[config.mk]
export PLATFORM = sky130hd
export DESIGN_NAME = ucsbece154b_gshare_predictor
export DESIGN_NICKNAME = d
export VERILOG_FILES = /design/src/rtl/ucsbece154b_bp_pkg.sv /design/src/rtl/ucsbece154b_btb.sv /design/src/rtl/ucsbece154b_gshare_predictor.sv
export SDC_FILE = /design/constraint.sdc
export NUM_CORES = 2
export LEC_CHECK = 0
export ABC_AREA = 1
export CAP_MARGIN = 25
export CORE_UTILIZATION = 54
export CTS_BUF_LIST = sky130_fd_sc_hd__clkbuf_4
export DETAILED_ROUTE_END_ITERATION = 16
export PLACE_DENSITY = 0.71
export SYNTH_ARGS = -nofsm -noshare
export SYNTH_HDL_FRONTEND = slang
export SYNTH_SLANG_ARGS = --single-unit
[constraint.sdc]
create_clock -name clk -period 10.2 [get_ports clk]
set_input_delay 2.04 -clock clk [delete_from_list [all_inputs] [get_ports clk]]
set_output_delay 2.04 -clock clk [all_outputs]
set_load 0.005 [all_outputs]
[src/rtl/ucsbece154b_bp_pkg.sv]
// Shared definitions for the gshare branch predictor: counter encodings,
// RISC-V control-flow opcodes and default geometry.
package ucsbece154b_bp_pkg;

  localparam int DEFAULT_NUM_BTB_ENTRIES = 32;
  localparam int DEFAULT_NUM_GHR_BITS    = 5;

  typedef enum logic [1:0] {
    PHT_SNT = 2'b00,
    PHT_WNT = 2'b01,
    PHT_WT  = 2'b10,
    PHT_ST  = 2'b11
  } pht_cnt_e;

  localparam logic [6:0] OP_BRANCH = 7'b1100011;
  localparam logic [6:0] OP_JAL    = 7'b1101111;
  localparam logic [6:0] OP_JALR   = 7'b1100111;

  // Two-bit saturating counter step toward the resolved outcome.
  function automatic logic [1:0] pht_next(input logic [1:0] cnt, input logic taken);
    logic [1:0] nxt;
    nxt = cnt;
    if (taken) begin
      if (cnt != PHT_ST) nxt = cnt + 2'd1;
    end else begin
      if (cnt != PHT_SNT) nxt = cnt - 2'd1;
    end
    return nxt;
  endfunction

endpackage

[src/rtl/ucsbece154b_btb.sv]
// Direct-mapped branch target buffer: combinational lookup from the fetch PC,
// one write port from execute. Reads see the array contents before any same-edge write.
module ucsbece154b_btb
  import ucsbece154b_bp_pkg::*;
#(
  parameter int NUM_ENTRIES = DEFAULT_NUM_BTB_ENTRIES
) (
  input  logic        clk,
  input  logic        reset,
  input  logic [31:0] pc_rd,
  output logic        hit,
  output logic        jump,
  output logic [31:0] target,
  input  logic        we,
  input  logic [31:0] pc_wr,
  input  logic [31:0] target_wr,
  input  logic        jump_wr
);

  localparam int IDX_W = $clog2(NUM_ENTRIES);
  localparam int TAG_W = 30 - IDX_W;

  logic [NUM_ENTRIES-1:0] valid_q;
  logic [NUM_ENTRIES-1:0] jump_q;
  logic [TAG_W-1:0]       tag_q    [NUM_ENTRIES];
  logic [31:0]            target_q [NUM_ENTRIES];

  logic [IDX_W-1:0] idx_rd, idx_wr;
  logic [TAG_W-1:0] tag_rd, tag_wr;

  assign idx_rd = pc_rd[IDX_W+1:2];
  assign tag_rd = pc_rd[31:IDX_W+2];
  assign idx_wr = pc_wr[IDX_W+1:2];
  assign tag_wr = pc_wr[31:IDX_W+2];

  // Byte-offset bits never participate in lookup.
  logic unused_ok;
  assign unused_ok = &{1'b0, pc_rd[1:0], pc_wr[1:0]};

  assign hit    = valid_q[idx_rd] && (tag_q[idx_rd] == tag_rd);
  assign jump   = jump_q[idx_rd];
  assign target = hit ? target_q[idx_rd] : 32'd0;

  always_ff @(posedge clk) begin
    if (reset) begin
      valid_q <= '0;
    end else if (we) begin
      valid_q[idx_wr] <= 1'b1;
    end
  end

  // Payload needs no reset: it is only observed through a valid entry.
  always_ff @(posedge clk) begin
    if (!reset && we) begin
      tag_q[idx_wr]    <= tag_wr;
      target_q[idx_wr] <= target_wr;
      jump_q[idx_wr]   <= jump_wr;
    end
  end

endmodule

[src/rtl/ucsbece154b_gshare_predictor.sv]
// Gshare predictor: BTB + global-history-indexed PHT with F->D->E prediction pipe.
// Optional performance counters are built only when UCSBECE154B_BP_STATS_EN is defined.
module ucsbece154b_gshare_predictor
  import ucsbece154b_bp_pkg::*;
#(
  parameter int NUM_BTB_ENTRIES = DEFAULT_NUM_BTB_ENTRIES,
  parameter int NUM_GHR_BITS    = DEFAULT_NUM_GHR_BITS
) (
  input  logic        clk,
  input  logic        reset,
  input  logic [31:0] PCF_i,
  input  logic        StallD_i,
  input  logic        FlushD_i,
  input  logic        FlushE_i,
  input  logic [31:0] PCE_i,
  input  logic [31:0] PCTargetE_i,
  input  logic        BranchE_i,
  input  logic        JumpE_i,
  input  logic        TakenE_i,
  output logic        BranchTakenF_o,
  output logic [31:0] BTBtargetF_o,
  output logic        BranchTakenE_o,
  output logic [31:0] BranchCount_o,
  output logic [31:0] MispredCount_o
);

  localparam int PHT_DEPTH = 1 << NUM_GHR_BITS;

  logic [NUM_GHR_BITS-1:0] ghr_q;
  logic [NUM_GHR_BITS-1:0] idx_f, idx_d_q, idx_e_q;
  logic [1:0]              pht_q [PHT_DEPTH];
  logic                    pred_f, pred_d_q, pred_e_q;
  logic                    hit_f, jump_f;
  logic [31:0]             target_f;
  logic                    btb_we, pht_upd;

  // A jal/jalr flagged as a branch too is treated purely as a jump.
  assign btb_we  = BranchE_i | JumpE_i;
  assign pht_upd = BranchE_i & ~JumpE_i;

  ucsbece154b_btb #(
    .NUM_ENTRIES(NUM_BTB_ENTRIES)
  ) u_btb (
    .clk      (clk),
    .reset    (reset),
    .pc_rd    (PCF_i),
    .hit      (hit_f),
    .jump     (jump_f),
    .target   (target_f),
    .we       (btb_we),
    .pc_wr    (PCE_i),
    .target_wr(PCTargetE_i),
    .jump_wr  (JumpE_i)
  );

  assign idx_f  = PCF_i[NUM_GHR_BITS+1:2] ^ ghr_q;
  assign pred_f = hit_f & (jump_f | pht_q[idx_f][1]);

  assign BranchTakenF_o = pred_f;
  assign BTBtargetF_o   = target_f;
  assign BranchTakenE_o = pred_e_q;

  // Flush wins over stall on the decode register.
  always_ff @(posedge clk) begin
    if (reset || FlushD_i) begin
      pred_d_q <= 1'b0;
      idx_d_q  <= '0;
    end else if (!StallD_i) begin
      pred_d_q <= pred_f;
      idx_d_q  <= idx_f;
    end
  end

  always_ff @(posedge clk) begin
    if (reset || FlushE_i) begin
      pred_e_q <= 1'b0;
      idx_e_q  <= '0;
    end else begin
      pred_e_q <= pred_d_q;
      idx_e_q  <= idx_d_q;
    end
  end

  // The PHT is trained at the index the prediction was made with, not a recomputed one.
  always_ff @(posedge clk) begin
    if (reset) begin
      for (int i = 0; i < PHT_DEPTH; i++) begin
        pht_q[i] <= PHT_WNT;
      end
    end else if (pht_upd) begin
      pht_q[idx_e_q] <= pht_next(pht_q[idx_e_q], TakenE_i);
    end
  end

  always_ff @(posedge clk) begin
    if (reset) begin
      ghr_q <= '0;
    end else if (pht_upd) begin
      ghr_q <= {ghr_q[NUM_GHR_BITS-2:0], TakenE_i};
    end
  end

`ifdef UCSBECE154B_BP_STATS_EN
  logic [31:0] branch_cnt_q, mispred_cnt_q;

  always_ff @(posedge clk) begin
    if (reset) begin
      branch_cnt_q  <= '0;
      mispred_cnt_q <= '0;
    end else if (BranchE_i) begin
      branch_cnt_q <= branch_cnt_q + 32'd1;
      if (pred_e_q != TakenE_i) begin
        mispred_cnt_q <= mispred_cnt_q + 32'd1;
      end
    end
  end

  assign BranchCount_o  = branch_cnt_q;
  assign MispredCount_o = mispred_cnt_q;
`else
  assign BranchCount_o  = 32'd0;
  assign MispredCount_o = 32'd0;
`endif

endmodule

## After elaboration in Yosys (flattened, before gate mapping)

Memories as Yosys holds them, arrays and structs flattened. A register that Yosys moved wholly into a read port is not among the register bits.
Cells that the tools add are included.

- Memories: 3
- Bits of input ports: 104
- Bits in read-only memories: 0
- Bits in writable memories: 1888
- Bits in latches: 0
- Register bits: 81

- Div/mod/pow operators: 0
- Mux-type cells: 24
- Bitwise gates (word level): 7
- Equal/unequal tests: 2
- Multiply operators: 0
- Shift operators: 0
- Magnitude comparators: 3
- $add $sub $neg: 2
- Reductions and logical operators: 8

Memory list:

| name | depth | bits a word | rd ports | clocked after memory_dff | wr ports | RTL line | source |
|---|---|---|---|---|---|---|---|
| u_btb.target_q | 32 | 32 | 1 | 0 | 1 | ucsbece154b_btb.sv:26 | `logic [31:0] target_q [NUM_ENTRIES];` |
| u_btb.tag_q | 32 | 25 | 1 | 0 | 1 | ucsbece154b_btb.sv:25 | `logic [TAG_W-1:0] tag_q [NUM_ENTRIES];` |
| pht_q | 32 | 2 | 2 | 1 | 32 | ucsbece154b_gshare_predictor.sv:31 | `logic [1:0] pht_q [PHT_DEPTH];` |

Operators by type and width:

| kind | number |
|---|---|
| $bwmux 32 | 1 |
| $mux 32 | 1 |
| $or 32x32->32 | 1 |
| $eq 25x25->1 | 1 |
| $lt 5x6->1 const B | 2 |
| $mux 2 | 6 |
| $mux 1 | 11 |
| $bmux 1 s5 | 2 |
| $mux 5 | 2 |
| $demux 1 s5 | 1 |
| $ge 5x1->1 const B | 1 |
| $xor 5x5->5 | 1 |
| $logic_and 1x1->1 | 3 |
| $add 2x1->2 const B | 1 |
| $and 1x1->1 | 2 |
| $logic_or 1x1->1 | 2 |
| $ne 2x2->1 const B | 1 |
| $or 1x1->1 | 2 |
| $reduce_bool 2->1 | 1 |
| $reduce_or 2->1 | 1 |
| $sub 2x1->2 const B | 1 |
| $logic_not 1->1 | 1 |
| $not 1->1 | 1 |

## Logic depth before layout (Yosys ltp)

- Word-level depth: 7
- Depth in mapped cells: 20
- Depth with buffers taken out: 17

## Hierarchy

A second synthesis with hierarchy kept.

- Cell total of the unflattened synthesis: 6680
- Area total of the unflattened synthesis: 80956.4 um^2

By module, submodules not included:

| module | times used | area each (um^2) | cells each |
|---|---|---|---|
| ucsbece154b_btb | 1 | 75856.5 | 6074 |
| ucsbece154b_gshare_predictor | 1 | 5099.9 | 606 |

## Least setup slack after synthesis

OpenSTA, ideal clock, no wires.

- Path type: input-to-output
- Start point: input PCF_i[3]
- End point: output BTBtargetF_o[11]
- Data arrival time: 3.797 ns
- Path buffers: 6
- Setup slack: 4.363 ns
- Cell stages on the path: 13
- Cells stage by stage: buf_4 > inv_2 > buf_4 > buf_4 > buf_6 > buf_4 > buf_4 > a21oi_1 > a22oi_1 > nor2_1 > o311ai_0 > o31ai_1 > nor3_1

- Word-level cells in the longest chain between the ends: 4

Ends and longest elaborated chain:

| element | RTL line | source |
|---|---|---|
| start, declared | ucsbece154b_gshare_predictor.sv:11 | `input logic [31:0] PCF_i,` |
| $mem_v2 32x25 / $bmux 1 s5 (equally long branches) | -- |  |
| $eq 25x25->1 / $mux 1 (equally long branches) | ucsbece154b_btb.sv:40 | `assign hit = valid_q[idx_rd] && (tag_q[idx_rd] == tag_rd);` |
| $logic_and 1x1->1 | ucsbece154b_btb.sv:40 |  |
| $mux 32 (*) | ucsbece154b_btb.sv:42 | `assign target = hit ? target_q[idx_rd] : 32'd0;` |
| end, declared | ucsbece154b_gshare_predictor.sv:21 | `output logic [31:0] BTBtargetF_o,` |

Mark *: on every way between the ends. The rest lies on a longest branch, timed or not. The select of a mux whose other input is x is not followed.

## Worst setup path in the final report

- Start point: input PCF_i[2]
- End point: output BTBtargetF_o[6]

Same word-level chain as after synthesis.

==> out/qor.yml <==
outcome:
  result_of_the_run: "complete, no violations"
sta:
  timing.hold.ws_ns: 0.428
  timing.final.hold_violations: 0
  final.period_utilization_pct: 87.3
  grt_setup_unrepaired: "false"
  final.setup.worst_slack_ns: 1.30
  max_freq_ghz: 0.112
  layout_min_cycle_time_ns: 8.90
  timing.final.setup_violations: 0
  worst_slew_margin_rel_pct: 12.9
  clock_skew_ns: 0.106
  finalSetupTns_ns: 0
  final-max-slew-violation-count: 0
  worst-slew-pin-transition_ns: 1.31
worst_setup_path:
  worst-setup-path-type: "primary input to output port"
  critical_path.endpoint_type: "output port"
  arrival_ns: 6.86
  worstSetupStartpointType: "primary input"
  cp_max_fo: 152
  critical_path_required_ns: 8.16
placed_design:
  placed_cells: 8291
  place_hpwl_mm: 105
  setup_ws_pre_cts_ns: 1.56
  placement.io_buffers: 133
  gp_congestion: 0.838
routing:
  drc_marker_count_from_the_first_detailed_route_iteration: 7384
  firstDrtPassIters: 6
  ant_nets: 0
  route.detailed.vias_per_inst: 6.00
  drc: 0
  route.final.wire_length_mm: 219
  wl_per_cell_um: 24.1
  dr_total_vias: 54600
cts:
  htree_num_levels: 5
  tritoncts_clock_tree: "built"
  later_pin_clock_latency_in_the_skew_report_ns: 1.37
  clk_path_buf_depth: 4
  post-cts-setup-buffer-count: 0
  numCtsBuffers: 488
  cts.clk_slew.worst_paths_ns: 0.05
  cts-resized-gates: 0
  cts.hold.buffers_added: 0
  cts_sinks: 1969
  clock-root-buffer: "clkbuf_4"
min_path:
  timing.hold.worst.class: "flip-flop to flip-flop"
grt:
  grt_start_max_net_pins: 218
  gr-max-usage-layer: "met2"
  grtUsageTotal_pct: 28.7
  grt_first_pass_wirelength_mm: 321
  groute.layer.met1.usage_pct: 37.5
  grtUsageMet2_pct: 47.2
  grt_pass1_vias: 52200
  grt_antenna_before_repair: 16
  grt_remaining_overflow: 0
  global_route.usage.met3_pct: 6.01
die:
  design.core.area_mm2: 0.148
  ioPinCount: 202
  die_area_mm2: 0.150
  dieHeight_um: 387
  die_w_um: 387
  floorplan.initialDensity_pct: 54.3
  floorplan.rows: 141
synthesis:
  synth.ff_latch_count: 1969
  synth.cell_area_mm2: 0.0802
  ys_async_rst_share_pct: 0
  post-synth-top-area-cell: "edfxtp_1"
  dominantRegCellSynth: "edfxtp_1"
  yosysTopAreaCellShare_pct: 71.9
  netlist_top_cells_area: "edfxtp_1 72%, nand2_1 8.7%, nand3_1 4.5%"
  synth_edf_count: 1920
  ys_types: 41
  synthCells: 6544
  synth.yosys.seq_area_share_pct: 73.1
  mean_post_synth_cell_area_um2: 12.3
  synth_warnings: 0
pwr:
  cellLeakagePower_nw: 31.0
  max-vdd-ir-drop_v: 0.000128
  finalPower_w: 0.0161
  power_density_mw_per_mm2: 182
finish:
  layout_cells_sized_above_1_pct: 12.2
  stdcell_count: 9097
  filler_cell_count: 11500
  area.growth.synth_to_final_pct: 10.7
  nets: 6961
run:
  max_cap_violations: 0
## power breakdown
group | leakage, nW | total, W | switching, W | internal, W
sequential | 17.7 | 0.00898 | 0.0000222 | 0.00896
combinational | 9.98 | 0.00105 | 0.000755 | 0.000291
clock | 3.36 | 0.00609 | 0.00297 | 0.00312
## worst paths after layout
kind / start / cells after the start / slack (ns) / endpoint
setup reg to reg: ghr_q[0] / 12 / 7.00 / pred_d_q
hold reg to reg: pred_d_q / 2 / 0.43 / BranchTakenE_o
hold / removal: pred_d_q / 2 / 0.43 / BranchTakenE_o
setup / recovery: PCF_i[2] / 17 / 1.30 / BTBtargetF_o[6]
## Yosys cell counts (all sizes together), types with 49 or more instances
cell type	number
a221oi	54
clkbuf	118
nor2	222
buf	382
edfxtp	1920
a22oi	178
dfxtp	49
nand3	727
inv	120
a21oi	584
nand2	1861
o21ai	88
## worst max-delay path, stage by stage
cell and delay [ns]:
buf_8 0.19, inv_8 0.63, buf_4 0.60, nand2_1 0.10, nand3_1 0.09, nand3_1 0.09, nand2_1 0.13, nand2_1 0.06
nand3_1 0.16, nand2_1 0.07, nand2_1 0.12, nand2_1 0.07, nor2_1 0.19, nand4_4 0.14, buf_4 0.30, nor3_1 0.87
clkdlybuf4s50_1 0.66
## layer usage
metal / vias up / wire length (µm)
li1: 24500 / -
met1: 26400 / 82200
met2: 3256 / 107000
met3: 471 / 23100
met4: 12 / 7110
met5: - / 80
## registers in the layout, indices dropped and copies added, names as in the netlist
name and count:
pred_d_q 1, idx_d_q 5, ghr_q 5, BranchTakenE_o 1, idx_e_q 5, u_btb.target_q 1024
pht_q 64, u_btb.jump_q 32, u_btb.valid_q 32, u_btb.tag_q 800
## logic make-up after synthesis
| group | after synthesis | share of synthesized area [%] |
|---|---|---|
| AOI/OAI and AO/OA | 1067 | 8.09 |
| xor gates and xnor gates | 6 | 0.0655 |
| DFF | 1969 | 73.1 |
| and+or+nand+nor | 2880 | 14.8 |
| other | 1 | 0.00467 |
| buffers and inverters | 621 | 3.94 |
## area by class of cell
cell class | count | area (µm²) | area share, %
diodes | 12 | 30.0 | 0.0338
flip-flops and latches | 1969 | 58600 | 66.0
inverters | 121 | 484 | 0.545
clock inverters | 123 | 641 | 0.721
multi-input cells | 4017 | 18900 | 21.3
repair buffers | 260 | 2700 | 3.04
well taps | 1930 | 2410 | 2.72
clock buffers | 665 | 4990 | 5.62
## cell usage in the layout, fill, tap and decap left out, types with 49 or more instances in the layout
master,synthesis,layout
buf_4,128,97
clkbuf_4,0,665
dfxtp_1,49,49
edfxtp_1,1920,1920
clkdlybuf4s50_1,0,128
nand3_1,727,727
conb_1,1,64
o21ai_0,86,86
nor2_1,222,190
a21oi_1,584,584
nand2_1,1861,1860
clkinv_1,1,102
a22oi_1,178,178
inv_1,118,115
a221oi_1,54,54
## stage by stage
stage	util [%]	area [µm²]
6_report	60.1	88800
4_1_cts	60.0	88600
2_1_floorplan	-	80500
5_1_grt	60.1	88800
3_3_place_gp	56.1	82900
3_5_place_dp	56.2	83000
Power figures use the tool's default switching activity.
